[src/rtl/hdmi_i2c_pkg.sv]
// Shared definitions for the HDMI transmitter I2C configuration path:
// responder FSM states, default target address and ADV7513 register indices.
package hdmi_i2c_pkg;

  typedef enum logic [3:0] {
    ST_IDLE,
    ST_ADDR,
    ST_ADDR_ACK,
    ST_PTR,
    ST_PTR_ACK,
    ST_WDATA,
    ST_WDATA_ACK,
    ST_RDATA,
    ST_RDATA_ACK
  } state_t;

  localparam logic [6:0] DEV_ADDR_DEFAULT = 7'h39;

  // ADV7513 register indices shared with the configuration controller
  localparam logic [7:0] ADV_REG_VID_IN_CFG = 8'h15;
  localparam logic [7:0] ADV_REG_VID_STYLE  = 8'h16;
  localparam logic [7:0] ADV_REG_POWER      = 8'h41;
  localparam logic [7:0] ADV_REG_FIXED_98   = 8'h98;
  localparam logic [7:0] ADV_REG_HDMI_MODE  = 8'hAF;
  localparam logic [7:0] ADV_REG_HPD_CTRL   = 8'hD6;

endpackage

[src/rtl/hdmi_i2c_resp_regfile.sv]
// 256x8 register file behind the I2C responder: one synchronous write port,
// asynchronous bus and debug read ports, synchronous reset to REG_RESET.
module hdmi_i2c_resp_regfile
  import hdmi_i2c_pkg::*;
#(
  parameter logic [7:0] REG_RESET = 8'h00
) (
  input  logic       i_clk,
  input  logic       i_rst_n,
  input  logic       i_wr_en,
  input  logic [7:0] i_wr_addr,
  input  logic [7:0] i_wr_data,
  input  logic [7:0] i_rd_addr,
  output logic [7:0] o_rd_data,
  input  logic [7:0] i_dbg_addr,
  output logic [7:0] o_dbg_data
);

  logic [7:0] r_mem [0:255];

  always_ff @(posedge i_clk) begin
    if (!i_rst_n) begin
      for (int i = 0; i < 256; i++) begin
        r_mem[i[7:0]] <= REG_RESET;
      end
    end else if (i_wr_en) begin
      r_mem[i_wr_addr] <= i_wr_data;
    end
  end

  assign o_rd_data  = r_mem[i_rd_addr];
  assign o_dbg_data = r_mem[i_dbg_addr];

endmodule

[src/rtl/hdmi_i2c_responder.sv]
// I2C target modelling the HDMI transmitter configuration port: oversamples
// SCL/SDA on CLK, ACKs its address, stores writes and serves reads.
module hdmi_i2c_responder
  import hdmi_i2c_pkg::*;
#(
  parameter logic [6:0] DEV_ADDR  = DEV_ADDR_DEFAULT,
  parameter logic [7:0] REG_RESET = 8'h00
) (
  input  logic       CLK,
  input  logic       RST_n,
  input  logic       SCL_IN,
  input  logic       SDA_IN,
  output logic       SDA_OE,
  output logic       REG_WR,
  output logic [7:0] REG_ADDR,
  output logic [7:0] REG_WDATA,
  output logic       BUSY,
  input  logic [7:0] DBG_ADDR,
  output logic [7:0] DBG_DATA
);

  logic       r_scl_s1, r_scl_s2, r_scl_d;
  logic       r_sda_s1, r_sda_s2, r_sda_d;
  state_t     r_state;
  logic [7:0] r_shift;
  logic [2:0] r_bit_cnt;
  logic [7:0] r_ptr;
  logic       r_rw;
  logic       r_ack_on;
  logic       r_sda_oe;
  logic       r_busy;
  logic       r_reg_wr;
  logic [7:0] r_reg_addr;
  logic [7:0] r_reg_wdata;

  logic       w_scl_rise, w_scl_fall, w_start, w_stop, w_last_bit;
  logic [7:0] w_byte;
  logic [7:0] w_rd_data;

  // Idle-high reset of the synchronizers avoids a phantom START/STOP after reset
  always_ff @(posedge CLK) begin
    if (!RST_n) begin
      r_scl_s1 <= 1'b1;
      r_scl_s2 <= 1'b1;
      r_scl_d  <= 1'b1;
      r_sda_s1 <= 1'b1;
      r_sda_s2 <= 1'b1;
      r_sda_d  <= 1'b1;
    end else begin
      r_scl_s1 <= SCL_IN;
      r_scl_s2 <= r_scl_s1;
      r_scl_d  <= r_scl_s2;
      r_sda_s1 <= SDA_IN;
      r_sda_s2 <= r_sda_s1;
      r_sda_d  <= r_sda_s2;
    end
  end

  assign w_scl_rise = r_scl_s2 & ~r_scl_d;
  assign w_scl_fall = ~r_scl_s2 & r_scl_d;
  assign w_start    = r_scl_s2 & r_scl_d & r_sda_d & ~r_sda_s2;
  assign w_stop     = r_scl_s2 & r_scl_d & ~r_sda_d & r_sda_s2;
  assign w_byte     = {r_shift[6:0], r_sda_s2};
  assign w_last_bit = (r_bit_cnt == 3'd7);

  always_ff @(posedge CLK) begin
    if (!RST_n) begin
      r_state     <= ST_IDLE;
      r_shift     <= 8'h00;
      r_bit_cnt   <= 3'd0;
      r_ptr       <= 8'h00;
      r_rw        <= 1'b0;
      r_ack_on    <= 1'b0;
      r_sda_oe    <= 1'b0;
      r_busy      <= 1'b0;
      r_reg_wr    <= 1'b0;
      r_reg_addr  <= 8'h00;
      r_reg_wdata <= 8'h00;
    end else begin
      r_reg_wr <= 1'b0;
      if (w_start) begin
        r_state   <= ST_ADDR;
        r_bit_cnt <= 3'd0;
        r_ack_on  <= 1'b0;
        r_sda_oe  <= 1'b0;
      end else if (w_stop) begin
        r_state   <= ST_IDLE;
        r_bit_cnt <= 3'd0;
        r_ack_on  <= 1'b0;
        r_sda_oe  <= 1'b0;
        r_busy    <= 1'b0;
      end else begin
        case (r_state)
          ST_IDLE: ;
          ST_ADDR, ST_PTR, ST_WDATA: begin
            if (w_scl_rise) begin
              r_shift   <= w_byte;
              r_bit_cnt <= r_bit_cnt + 3'd1;
              if (w_last_bit) begin
                r_bit_cnt <= 3'd0;
                if (r_state == ST_ADDR) begin
                  if (w_byte[7:1] == DEV_ADDR) begin
                    r_state <= ST_ADDR_ACK;
                    r_rw    <= w_byte[0];
                    r_busy  <= 1'b1;
                  end else begin
                    r_state <= ST_IDLE;
                  end
                end else if (r_state == ST_PTR) begin
                  r_ptr   <= w_byte;
                  r_state <= ST_PTR_ACK;
                end else begin
                  r_reg_wr    <= 1'b1;
                  r_reg_addr  <= r_ptr;
                  r_reg_wdata <= w_byte;
                  r_ptr       <= r_ptr + 8'd1;
                  r_state     <= ST_WDATA_ACK;
                end
              end
            end
          end
          // First falling edge asserts ACK, second one ends the slot
          ST_ADDR_ACK, ST_PTR_ACK, ST_WDATA_ACK: begin
            if (w_scl_fall) begin
              if (!r_ack_on) begin
                r_sda_oe <= 1'b1;
                r_ack_on <= 1'b1;
              end else begin
                r_ack_on  <= 1'b0;
                r_bit_cnt <= 3'd0;
                if (r_state == ST_ADDR_ACK && r_rw) begin
                  r_state  <= ST_RDATA;
                  r_shift  <= w_rd_data;
                  r_sda_oe <= ~w_rd_data[7];
                end else begin
                  r_sda_oe <= 1'b0;
                  r_state  <= (r_state == ST_ADDR_ACK) ? ST_PTR : ST_WDATA;
                end
              end
            end
          end
          ST_RDATA: begin
            if (w_scl_rise) begin
              if (w_last_bit) begin
                r_bit_cnt <= 3'd0;
                r_state   <= ST_RDATA_ACK;
              end else begin
                r_bit_cnt <= r_bit_cnt + 3'd1;
                r_shift   <= {r_shift[6:0], 1'b0};
              end
            end else if (w_scl_fall) begin
              r_sda_oe <= ~r_shift[7];
            end
          end
          // r_ack_on marks a controller ACK; the reload happens once ptr has advanced
          ST_RDATA_ACK: begin
            if (w_scl_rise) begin
              if (!r_sda_s2) begin
                r_ptr    <= r_ptr + 8'd1;
                r_ack_on <= 1'b1;
              end else begin
                r_state  <= ST_IDLE;
                r_sda_oe <= 1'b0;
              end
            end else if (w_scl_fall) begin
              if (r_ack_on) begin
                r_state  <= ST_RDATA;
                r_shift  <= w_rd_data;
                r_sda_oe <= ~w_rd_data[7];
                r_ack_on <= 1'b0;
              end else begin
                r_sda_oe <= 1'b0;
              end
            end
          end
          default: r_state <= ST_IDLE;
        endcase
      end
    end
  end

  hdmi_i2c_resp_regfile #(
    .REG_RESET (REG_RESET)
  ) u_regfile (
    .i_clk      (CLK),
    .i_rst_n    (RST_n),
    .i_wr_en    (r_reg_wr),
    .i_wr_addr  (r_reg_addr),
    .i_wr_data  (r_reg_wdata),
    .i_rd_addr  (r_ptr),
    .o_rd_data  (w_rd_data),
    .i_dbg_addr (DBG_ADDR),
    .o_dbg_data (DBG_DATA)
  );

  assign SDA_OE    = r_sda_oe;
  assign REG_WR    = r_reg_wr;
  assign REG_ADDR  = r_reg_addr;
  assign REG_WDATA = r_reg_wdata;
  assign BUSY      = r_busy;

endmodule
[config.mk]
export PLATFORM = sky130hd
export DESIGN_NAME = hdmi_i2c_responder
export DESIGN_NICKNAME = d
export VERILOG_FILES = /design/src/rtl/hdmi_i2c_pkg.sv /design/src/rtl/hdmi_i2c_resp_regfile.sv /design/src/rtl/hdmi_i2c_responder.sv
export SDC_FILE = /design/constraint.sdc
export NUM_CORES = 2
export LEC_CHECK = 0
export CORE_UTILIZATION = 33
export DETAILED_ROUTE_END_ITERATION = 8
export PLACE_DENSITY = 0.56
export SLEW_MARGIN = 40
export SYNTH_ARGS = -nofsm -noshare
export SYNTH_HDL_FRONTEND = slang
export SYNTH_SLANG_ARGS = --single-unit
[constraint.sdc]
create_clock -name CLK -period 9 [get_ports CLK]
set_input_delay 1.8 -clock CLK [delete_from_list [all_inputs] [get_ports CLK]]
set_output_delay 1.8 -clock CLK [all_outputs]
set_load 0.02 [all_outputs]
==> reports/metrics.csv <==
stage,metric,value,unit
die,Cell Rows,215,
min_path,Worst Min Path Start,r_bit_cnt[0],
die,die footprint,347000,µm²
critical_path,reg2reg end,r_shift[4],
pwr,share of power burned in registers,49.7,%
placement,placed cell count,11618,
die,Die H,589,µm
timing,PnR worst setup slack,1.14,ns
clock_tree,CTS buffer count,236,
clock_tree,Post-CTS Resized,0,
critical_path,crit path launch type,input port,
routing,drt pass-1 iters,9,
finish,fraction of layout cells with a size suffix above 1,27.4,%
clock_tree,maximum clock insertion buffer count,4,
clock_tree,"Clk Latency, worst-skew pair",0.94,ns
finish,Layout Cells excl Fill,12057,
synth,Syn. warnings,0,
min_path,worst hold-check path type,flop to flop,
outcome,outcome,"finished, final reports clean",
pwr,Worst VDD drop,0.172,mV
pwr,pwr dens,183,nW/µm²
timing,fin crit share,87.3,%
pwr,Switch Pwr,5.65,mW
pwr,switching share of power,24.2,%
clock_tree,clock sinks,2106,
synth,Synth async-reset ratio,0,%
finish,"most common cell after layout, fill and taps aside",edfxtp_1,
grt,initial antenna violation count,24,
pwr,clock network fraction of total power,41.9,%
routing,via count,71353,
finish,Layout area overhead,12.5,%
die,die width,589,µm
routing,Wirelength per Cell,33.1,µm
synth,syn_area_per_cell,15.4,µm²
clock_tree,CTS Hold Bufs,0,
finish,final layout net count,7319,
die,Core Area,343000,µm²
critical_path,Setup crit end kind,primary output,
timing,Fin Setup TNS,0,ns
clock_tree,TritonCTS clock tree,done,
placement,detailed placement HPWL,277,mm
min_path,worst hold stages,2,
pwr,Logic pwr share,8.5,%
critical_path,r2r setup slk,4.78,ns
synth,Synth cell types,69,
grt,total congestion overflow,0,
routing,Iteration-0 DRC Markers,10073,
synth,Post-Syn Nets,7402,
grt,GRT Resource Usage Total,22.7,%
synth,Post-synth EDFFs,2048,
synth,register area share after synthesis,55.2,%
timing,Setup-failing EPs final,0,
placement,I/O Buffers,38,
placement,Setup WS pre-CTS,1.16,ns
routing,DR vias/cell,5.92,
timing,Hold Fails Final Rpt,0,
clock_tree,Max H-tree Level,4,
grt,global-route wire length before repair,562,mm
run,Max-Cap Viols,0,
pwr,leakage power,41.0,nW
finish,most frequent cells in the layout,"2048 x edfxtp_1, 1937 x and2_1, 1238 x mux4_2",
pwr,Pint,17.7,mW
critical_path,Worst EP arrival,6.06,ns
timing,Final min period,7.86,ns
critical_path,Worst Reg-to-Reg Cells,8,
routing,drt total wl,399,mm
synth,Most used DFF post-synth,edfxtp_1,
clock_tree,Root Driver,clkbuf_16,
grt,largest net degree at the start of global routing,167,
critical_path,CP required,7.20,ns
die,Top-Level Pins,39,
timing,Final Skew,0.0711,ns
clock_tree,post-CTS setup buffer count,0,
finish,Fill cells,31879,
placement,Final Wtd Congestion,0.920,
routing,DRC violations left,0,
die,Initial Util,33.1,%
synth,Synth Instances,7384,
timing,Worst slew margin,34.3,%
timing,f_max,0.127,GHz
synth,post-synthesis cell area,114000,µm²
routing,"antenna viol nets, final",0,
timing,final slew viol count,0,
critical_path,Setup CP Type,input port to primary output,
timing,RSZ-0062 raised after global routing,false,
min_path,Hold Crit Endpoint,r_bit_cnt[0],
clock_tree,clock slew at reported path FFs,0.06,ns
grt,vias in the first global route,70967,
timing,Slew @ Worst Pin,0.977,ns
synth,Seq cells post-synth,2106,
critical_path,Crit Path Max Fanout,49,
==> worst max-delay path by stage <==
stage | startpoint | endpoint | slack, ns | cells past startpoint
2_1_floorplan | DBG_ADDR[0] | DBG_DATA[0] | 2.94 | 7
3_3_place_gp | DBG_ADDR[0] | DBG_DATA[2] | 1.11 | 8
6_report | DBG_ADDR[0] | DBG_DATA[1] | 1.14 | 8
5_1_grt | DBG_ADDR[0] | DBG_DATA[2] | 1.01 | 8
4_1_cts | DBG_ADDR[0] | DBG_DATA[1] | 1.16 | 8
3_5_place_dp | DBG_ADDR[0] | DBG_DATA[1] | 1.16 | 8
==> kinds of logic after synthesis <==
family          count (synthesis)  synth area share [%]
mux                          1353                  25.6
xor+xnor                        1               0.00771
buf+inv                       715                  2.74
flops                        2106                  55.2
fa+ha+maj                       6                0.0661
simple gates                 2714                  13.9
compound gates                489                  2.57
==> registers in the layout, summed over array words and instances, names as in the netlist, 3 cells and up, named ones only <==
name,count
u_regfile.r_mem,2048
r_state,4
r_bit_cnt,3
REG_WDATA,8
r_shift,8
r_ptr,8
REG_ADDR,8
==> Yosys cell counts, types with 42 or more instances <==
cell	count	area, µm²
a21oi_1	42	210
nand3_1	55	275
nor2_1	308	1160
mux4_2	1238	27900
buf_4	50	375
edfxtp_1	2048	61500
clkbuf_1	512	1920
nor2b_1	51	319
nand2_1	153	574
and3_1	131	820
mux2i_1	96	961
dfxtp_1	58	1160
buf_2	99	495
o21ai_0	288	1440
and2_1	1937	12100
==> layout make-up <==
type	instances	area (µm²)	area share [%]
timing repair buffer	386	3540	2.77
clock buffer	278	6160	4.82
inverter	8	37.5	0.0294
antenna	9	22.5	0.0176
sequential	2106	62700	49.1
clock inverter	150	1480	1.16
tap	4557	5700	4.46
multi-input combinational	4563	48100	37.7
==> critical path: stages <==
cell             delay (ns)
buf_8                  0.51
buf_12                 0.40
mux4_2                 0.56
mux4_2                 0.56
mux4_2                 0.66
a22oi_1                0.48
nand2_1                0.27
clkdlybuf4s50_1        0.61
==> metrics by stage <==
step / hold slack (ns) / util, % / area (µm²) / total power, mW
3_3_place_gp: 0.460 / 34.9 / 120000 / 13.7
5_1_grt: 0.505 / 37.3 / 128000 / 23.9
4_1_cts: 0.480 / 37.2 / 128000 / 23.4
3_5_place_dp: 0.471 / 35.0 / 120000 / 13.7
2_1_floorplan: 0.386 / - / 114000 / 12.8
6_report: 0.483 / 37.3 / 128000 / 23.4
==> per-layer routing <==
layer  wire, µm  vias up  global-route usage [%]
li1           -    28561                       -
met1     155000    37755                    30.5
met2     181000     4230                    34.9
met3      39000      795                    4.52
met4      24300       12                    12.0
met5         85        -                       0
==> power by group through the flow <==
stage / sequential, mW / clock [mW] / combinational (mW)
2_1_floorplan: 11.6 / 0 / 1.24
3_3_place_gp: 11.8 / 0 / 1.93
3_5_place_dp: 11.8 / 0 / 1.95
4_1_cts: 11.6 / 9.90 / 1.96
5_1_grt: 11.6 / 10.2 / 2.04
6_report: 11.6 / 9.79 / 1.98
Power figures use the tool's default switching activity.
